--- config.mk ---
export PLATFORM = sky130hd
export DESIGN_NAME = writeback_stage
export DESIGN_NICKNAME = d
export VERILOG_FILES = /design/src/rtl/writeback_stage_pkg.sv /design/src/rtl/writeback_stage_load_extend.sv /design/src/rtl/writeback_stage.sv
export SDC_FILE = /design/constraint.sdc
export NUM_CORES = 1
export LEC_CHECK = 0
export ABC_AREA = 1
export CAP_MARGIN = 20
export CORE_MARGIN = 3
export CORE_UTILIZATION = 49
export DETAILED_ROUTE_END_ITERATION = 16
export PLACE_DENSITY = 0.95
export RECOVER_POWER = 25
export SYNTH_ARGS = -nofsm -noshare
export SYNTH_HDL_FRONTEND = slang
export SYNTH_SLANG_ARGS = --single-unit
export TNS_END_PERCENT = 5
--- constraint.sdc ---
create_clock -name clock -period 2.9 [get_ports clock]
set_clock_uncertainty 0.15 [all_clocks]
set_input_delay 0.435 -clock clock [delete_from_list [all_inputs] [get_ports clock]]
set_output_delay 0.435 -clock clock [all_outputs]
set_load 0.005 [all_outputs]
--- src/rtl/writeback_stage_pkg.sv ---
// writeback_stage_pkg: shared RISC-V result-select encodings, load funct3 codes and MEM/WB record
package writeback_stage_pkg;
    typedef enum logic [1:0] {
        RES_ALU     = 2'b00,
        RES_LOAD    = 2'b01,
        RES_PC4     = 2'b10,
        RES_ALU_ALT = 2'b11
    } result_src_e;

    localparam logic [2:0] F3_LB  = 3'b000;
    localparam logic [2:0] F3_LH  = 3'b001;
    localparam logic [2:0] F3_LW  = 3'b010;
    localparam logic [2:0] F3_LBU = 3'b100;
    localparam logic [2:0] F3_LHU = 3'b101;

    typedef struct packed {
        logic        valid;
        logic        reg_write;
        logic [4:0]  rd;
        result_src_e result_src;
        logic [31:0] alu_result;
        logic [31:0] pc_plus4;
        logic [2:0]  funct3;
    } memwb_t;
endpackage

--- src/rtl/writeback_stage_load_extend.sv ---
// load_extend: selects and extends the loaded byte/halfword/word from a memory word
//   word   : raw 32-bit data-memory word
//   addr   : low address bits of the load (byte lane)
//   funct3 : load type
//   data   : extended load result
module load_extend
    import writeback_stage_pkg::*;
(
    input  logic [31:0] word,
    input  logic [1:0]  addr,
    input  logic [2:0]  funct3,
    output logic [31:0] data
);
    logic [7:0]  byte_v;
    logic [15:0] half_v;

    // addr[0] is deliberately ignored for halfwords: no misalignment trap exists
    always_comb begin
        byte_v = 8'(word >> {addr, 3'b000});
        half_v = addr[1] ? word[31:16] : word[15:0];
        data   = funct3 == F3_LB  ? {{24{byte_v[7]}}, byte_v} :
                 funct3 == F3_LBU ? {24'b0, byte_v} :
                 funct3 == F3_LH  ? {{16{half_v[15]}}, half_v} :
                 funct3 == F3_LHU ? {16'b0, half_v} : word;
    end
endmodule

--- src/rtl/writeback_stage.sv ---
// writeback_stage: MEM/WB pipeline register, result mux, register-file bypass and instret counter
//   clock, reset (async active-low)       : clocking
//   memWbStall, memWbFlush                : MEM/WB hold / bubble insert (flush wins)
//   in*                                   : MEM-stage instruction fields
//   memReadData                           : data-memory word for the load in WB
//   rd, writeData, registerWrite          : register-file write port
//   decodeRs1/2, rfData1/2, bypassData1/2 : decode read ports with the WB write forwarded
//   wbValid, retire, instret              : WB occupancy, retirement pulse, retired count
module writeback_stage
    import writeback_stage_pkg::*;
#(
    parameter int XLEN = 32
) (
    input  logic            clock,
    input  logic            reset,
    input  logic            memWbStall,
    input  logic            memWbFlush,
    input  logic            inValid,
    input  logic            inRegisterWrite,
    input  logic [4:0]      inRd,
    input  logic [1:0]      inResultSrc,
    input  logic [XLEN-1:0] inAluResult,
    input  logic [XLEN-1:0] inPcPlus4,
    input  logic [2:0]      inLoadFunct3,
    input  logic [XLEN-1:0] memReadData,
    output logic [4:0]      rd,
    output logic [XLEN-1:0] writeData,
    output logic            registerWrite,
    input  logic [4:0]      decodeRs1,
    input  logic [4:0]      decodeRs2,
    input  logic [XLEN-1:0] rfData1,
    input  logic [XLEN-1:0] rfData2,
    output logic [XLEN-1:0] bypassData1,
    output logic [XLEN-1:0] bypassData2,
    output logic            wbValid,
    output logic            retire,
    output logic [63:0]     instret
);
    if (XLEN != 32) begin : g_xlen_check
        $error("writeback_stage supports XLEN=32 only");
    end

    memwb_t      memwb_q, memwb_d;
    logic [63:0] instret_q, instret_d;
    logic [31:0] load_data;

    load_extend u_load_extend (
        .word   (memReadData),
        .addr   (memwb_q.alu_result[1:0]),
        .funct3 (memwb_q.funct3),
        .data   (load_data)
    );

    always_comb begin
        memwb_d = (memWbStall && !memWbFlush) ? memwb_q : '{
            valid:      inValid,
            reg_write:  inRegisterWrite,
            rd:         inRd,
            result_src: result_src_e'(inResultSrc),
            alu_result: inAluResult,
            pc_plus4:   inPcPlus4,
            funct3:     inLoadFunct3
        };
        // A bubble only needs its valid and write-enable cleared
        if (memWbFlush) begin
            memwb_d.valid     = 1'b0;
            memwb_d.reg_write = 1'b0;
        end
        instret_d = instret_q + 64'(retire);
    end

    always_ff @(posedge clock or negedge reset) begin
        if (!reset) begin
            memwb_q   <= '0;
            instret_q <= '0;
        end else begin
            memwb_q   <= memwb_d;
            instret_q <= instret_d;
        end
    end

    // A stalled instruction keeps writing (idempotent) but retires only when it leaves
    assign rd            = memwb_q.rd;
    assign wbValid       = memwb_q.valid;
    assign retire        = memwb_q.valid && !memWbStall;
    assign registerWrite = memwb_q.valid && memwb_q.reg_write && (memwb_q.rd != 5'd0);
    assign writeData     = memwb_q.result_src == RES_LOAD ? load_data :
                           memwb_q.result_src == RES_PC4  ? memwb_q.pc_plus4 : memwb_q.alu_result;
    assign bypassData1   = (registerWrite && decodeRs1 == memwb_q.rd) ? writeData : rfData1;
    assign bypassData2   = (registerWrite && decodeRs2 == memwb_q.rd) ? writeData : rfData2;
    assign instret       = instret_q;
endmodule
# Word-level counts from Yosys, hierarchy flattened
# Cells that the tools add are included.
dict set report word_totals {
  reg_bits 140
  latchBits 0
  ram_bits 0
  mem_bits_ro 0
  output_inout_bits 168
  wordCells 39
  mem_count 0
}
dict set report classes {
  n_addsub 1
  n_mul 0
  n_div 0
  magnitude_cmp 0
  eq_ne 8
  n_shift 1
  muxes 11
  n_bitwise 0
  n_reduce_logical 10
}
# operator n
set op_table {}
lappend op_table {{2-to-1 mux 32 bit} 8}
lappend op_table {{2-to-1 mux 76 bit} 1}
lappend op_table {{adder 64 x 1 -> 64 bit} 1}
lappend op_table {{right shift 32 x 5 -> 8 bit} 1}
lappend op_table {{2-to-1 mux 16 bit} 1}
lappend op_table {{equality test 5 bit} 2}
lappend op_table {{equality test 3 bit (second input constant)} 2}
lappend op_table {{logical AND 1 bit} 6}
lappend op_table {{nonzero test 5 bit} 1}
lappend op_table {{equality test 3 x 1 -> 1 bit (second input constant)} 1}
lappend op_table {{zero test 3 bit} 1}
lappend op_table {{equality test 2 x 1 -> 1 bit (second input constant)} 1}
lappend op_table {{equality test 2 bit (second input constant)} 1}
lappend op_table {{zero test 1 bit} 2}
lappend op_table {{2-to-1 mux 2 bit} 1}
lappend op_table {{inequality test 2 bit (second input constant)} 1}

# Depth between registers and ports, before layout
dict set report depth {
  word_depth 7
  ltp_mapped 12
}

# Hierarchy
# A second synthesis with hierarchy kept.
dict set report hier_totals {
  hier_cells 1338
  hier_area_um2 9471.6
}
# module n_inst cells_per_inst area_per_inst_um2 seq_area_each_um2
set modules_own_cells {}
lappend modules_own_cells {writeback_stage 1 1081 8353.0 3503.4}
lappend modules_own_cells {load_extend 1 257 1118.6 0.0}

# Least setup slack after synthesis
# Ideal clock, no wire load.
dict set report synth_path {
  kind {input port to flip-flop}
  from {input memWbStall}
  to {register instret_q[58] (netlist: instret[58])}
  setup_ps 123
  arrival_ps 1891
  required_time_ps 2627
  slack_ps 736
  cell_stages 10
  path_buffers 0
  cell_sequence {nor2_1 > ha_1 > ha_1 > inv_1 > nor2_4 > nand2_1 > nor2_1 > nand2_1 > o21ai_0 > nand2_1}
}
dict set report synth_between {
  elab_chain_cells 3
}
# item line
set synth_lines {}
lappend synth_lines {{from (decl)} writeback_stage.sv:16} ;# input logic memWbStall,
lappend synth_lines {{zero test 1 bit} writeback_stage.sv:85} ;# assign retire = memwb_q.valid && !memWbStall;
lappend synth_lines {{logical AND 1 bit} writeback_stage.sv:85}
lappend synth_lines {{adder 64 x 1 -> 64 bit} writeback_stage.sv:69} ;# instret_d = instret_q + 64'(retire);
lappend synth_lines {{named net instret_d[58]} writeback_stage.sv:44} ;# logic [63:0] instret_q, instret_d;
lappend synth_lines {{to (signal assigned)} writeback_stage.sv:78} ;# instret_q <= instret_d;
lappend synth_lines {{to (decl)} writeback_stage.sv:44}
# The timed path passes the listed nets, and every way through them passes these cells.
# A chain may end at the register's enable or synchronous reset.

# Final worst setup path
dict set report layout_path {
  from {register memwb_q[36] in the netlist's numbering}
  to {output bypassData1[12]}
}
dict set report layout_between {
  elab_chain_cells 7
  elab_cells_between_ends 8
  cone_classes {1 x shift; 7 x mux}
}
# item line
set layout_lines {}
lappend layout_lines {{from (decl)} writeback_stage.sv:43} ;# memwb_t memwb_q, memwb_d;
lappend layout_lines {{from (signal assigned)} writeback_stage.sv:77} ;# memwb_q <= memwb_d;
lappend layout_lines {{parallel branches: the longest is 4 deep, another holds right shift 32 x 5 -> 8 bit} --}
lappend layout_lines {{2-to-1 mux 32 bit *} writeback_stage_load_extend.sv:21} ;# data = funct3 == F3_LB ? {{24{byte_v[7]}}, byte_v} :
lappend layout_lines {{2-to-1 mux 32 bit *} writeback_stage.sv:87} ;# assign writeData = memwb_q.result_src == RES_LOAD ? load_data :
lappend layout_lines {{2-to-1 mux 32 bit *} writeback_stage.sv:89} ;# assign bypassData1 = (registerWrite && decodeRs1 == memwb_q.rd) ? writeData : rfData1;
lappend layout_lines {{to (decl)} writeback_stage.sv:33} ;# output logic [XLEN-1:0] bypassData1,
# Every way passes the cells marked *.

==> results.py <==
metrics = {
    "die": {
        "fp.dieW_um": 145,
        "die_y_um": 145,
        "initial_core_util": 0.503,
        "row_count": 50,
        "core_sq_um": 18800,
        "dieArea_sq_um": 21000,
        "io_pins": 354,
    },
    "route": {
        "drt-total-wl_um": 42500,
        "first_pass_iters": 6,
        "route.vias.total": 11544,
        "drtAntennaViolNets": 0,
        "drt_iter0_drc": 1160,
        "wl_per_cell_um": 20.6,
        "viasPerCell": 5.59,
        "drcViolationCount": 0,
    },
    "placement": {
        "gp_congestion": 1.01,
        "dp_hpwl_um": 33700,
        "io_buffers": 353,
        "dp_slack_ns": -0.152,
        "dpl_cell_area_sq_um": 13700,
    },
    "cells_and_area": {
        "num-fill-cells": 1418,
        "syn_to_final_growth_pct": 53.6,
        "most-common-layout-cells": "nand2_1, clkdlybuf4s50_1, nand3_1",
        "stdcell_area_sq_um": 14500,
        "final_common_cell": "nand2_1",
        "drive_above_1_share": 0.119,
        "final_nets": 1980,
    },
    "grt": {
        "grt_usage": 0.388,
        "grt_pass1_wl_um": 63800,
        "grt_pass1_vias": 11172,
        "gr-total-overflow": 0,
        "grt_max_degree": 69,
        "antenna_found_initial": 4,
    },
    "clock_tree": {
        "clockBufferDepth": 2,
        "clockRootBuffer": "clkbuf_16",
        "insertion_delay_ns": 0.42,
        "htree_levels": 4,
        "numCtsBuffers": 17,
        "tritoncts": "done",
        "clk_pin_slew_ns": 0.06,
        "cts.sinks": 140,
    },
    "sta": {
        "drv_slew": 69,
        "fmax_ghz": 0.327,
        "relSlewSlack": -0.138,
        "tightest_slew_ns": 1.71,
        "setup_violations": 35,
        "rsz0062_at_grt": "true",
        "timing.final.crit_share": 1.05,
        "hold_viol_final": 0,
        "setup-tns-final_ns": -3.85,
        "period_needed_ns": 3.06,
        "finalWorstSetupSlack_ns": -0.159,
    },
    "hold_path": {
        "holdCritPathClass": "reg2reg",
        "min_path_cells": 1,
        "hp-start": "memwb_q[5]",
        "min_to": "memwb_q[5]",
    },
    "pwr": {
        "power_mw": 6.02,
        "powerDensity_nw_per_um2": 414,
        "max-vdd-ir-drop_mv": 0.323,
        "leakage_nw": 6.89,
    },
    "logic_synthesis": {
        "synth_xor_area_frac": 0.0435,
        "synth_area_per_cell_sq_um": 6.79,
        "synth_edf_count": 0,
        "ys_types": 29,
        "yosysSeqAreaShare": 0.370,
        "postSynthCellCount": 1394,
        "yosys.area_share.simple": 0.418,
        "synth_area_sq_um": 9470,
        "yosys.area.top_type_share": 0.370,
        "yosys_warnings": 0,
        "ys_seq_elements": 140,
        "synth_compound_area_frac": 0.0457,
        "syn_nets": 1582,
        "synthMuxAreaShare": 0.0393,
        "yosys-top-cells-area": "dfrtp_1, nand2_1, nand3_1",
        "yosys.area.top_type": "dfrtp_1",
        "async_flop_share": 1.00,
        "synth_ff_type": "dfrtp_1",
        "synth_fa_ha_area_frac": 0.00264,
        "synth_top_family_by_area": "simple AND/OR/NAND/NOR gates",
    },
    "critical_path": {
        "cp.required_ns": 2.32,
        "reg2reg_to": "instret[58]",
        "critPathCaptureType": "output pin",
        "r2r_slack_ns": 0.58,
        "crit_type": "reg2out",
        "arrival_ns": 2.47,
        "r2r_start": "wbValid",
        "r2r_cells": 12,
        "worst_setup_path_start_kind": "flop",
        "path_max_fanout": 7,
    },
    "outcome": {
        "violations": "capacitance limit, slew limit, setup timing",
        "status": "complete, but fails checks",
    },
    "flow_run": {
        "maxCapViolCount": 1,
    },
}
## worst max-delay path, cell delays in order (launching register included)
cell and delay [ns]:
dfrtp_2 0.42, buf_4 0.17, nand2_1 0.10, nand2_2 0.10
nand2_4 0.11, nand3_4 0.16, buf_4 0.20, nand3_2 0.10
nand3_1 0.10, nand2_2 0.09, clkdlybuf4s50_1 0.50
## routing by layer
| layer | global-route usage | up-vias | share of wire |
|---|---|---|---|
| li1 | - | 5196 | - |
| met4 | 0.196 | 6 | 0.059 |
| met3 | 0.0865 | 160 | 0.10 |
| met2 | 0.652 | 764 | 0.47 |
| met1 | 0.471 | 5418 | 0.37 |
| met5 | 0 | - | 0.00082 |
## per-stage QoR
step	instances	util	hold WS, ns
3_5_place_dp	2021	0.728	0.326
2_1_floorplan	1394	-	-0.0106
3_3_place_gp	2021	0.728	0.319
5_1_grt	2065	0.772	0.366
4_1_cts	2060	0.766	0.353
6_report	2066	0.772	0.353
## area by class of cell
| class | count | area, sq um | share of cell area |
|---|---|---|---|
| Multi-Input combinational cell | 1075 | 5320 | 0.366 |
| Tap cell | 260 | 325 | 0.0224 |
| Antenna cell | 2 | 5.00 | 0.000344 |
| Timing Repair Buffer | 435 | 4300 | 0.296 |
| Clock inverter | 13 | 168 | 0.0115 |
| Inverter | 123 | 480 | 0.0330 |
| Clock buffer | 18 | 439 | 0.0302 |
| Sequential cell | 140 | 3510 | 0.241 |
## report_power, final
part,internal [mW],switching (mW),total [mW]
logic,0.783,0.830,1.61
clock network,1.38,0.886,2.26
registers,2.07,0.0768,2.15
total,4.23,1.79,6.02
## repair_timing
action,in CTS,in global routing
endpoints found under the setup margin,96,75
buffers inserted,6,4
pin swaps,5,6
cloned,1,0
resized for setup,65,50
hold endpoints to repair,66,0
hold buffers,1,0
## worst max-delay path by stage
stage	startpoint	end	slack (ns)	cells past startpoint
6_report	memwb_q[36]	bypassData1[12]	-0.16	10
5_1_grt	rd[2]	bypassData2[22]	-0.23	11
4_1_cts	rd[1]	bypassData2[26]	-0.20	10
3_5_place_dp	decodeRs2[1]	bypassData2[26]	-0.15	10
3_3_place_gp	decodeRs2[1]	bypassData2[24]	-0.14	10
2_1_floorplan	memWbStall	instret[58]	0.74	10
## flip-flops by register name, summed over array words and instances, names as in the netlist
register / flops
wbValid: 1
memwb_q: 70
instret: 64
rd: 5
## cell usage after synthesis, types with 4 or more instances
cell type and n:
nand3b_1 7, nor2_4 4, inv_1 117, nor2_1 127
xnor2_1 31, buf_2 29, nand4_1 7, nand3_1 156
xor2_1 16, clkbuf_1 16, nand2_1 537, buf_4 7
dfrtp_1 140, o21ai_0 82, and2_1 35, nand3_2 21
inv_2 6, mux2_2 33
## cells by family (layout without fill, tap and decap cells)
kind of cell | Yosys count | count (layout)
and+or+nand+nor | 907 | 908
buffers and inverters | 180 | 589
DFF | 140 | 140
AOI/OAI and AO/OA | 85 | 85
xor gates and xnor gates | 47 | 47
muxes | 33 | 33
adders and majority gates | 2 | 2
other | 0 | 2
Power figures use the tool's default switching activity.
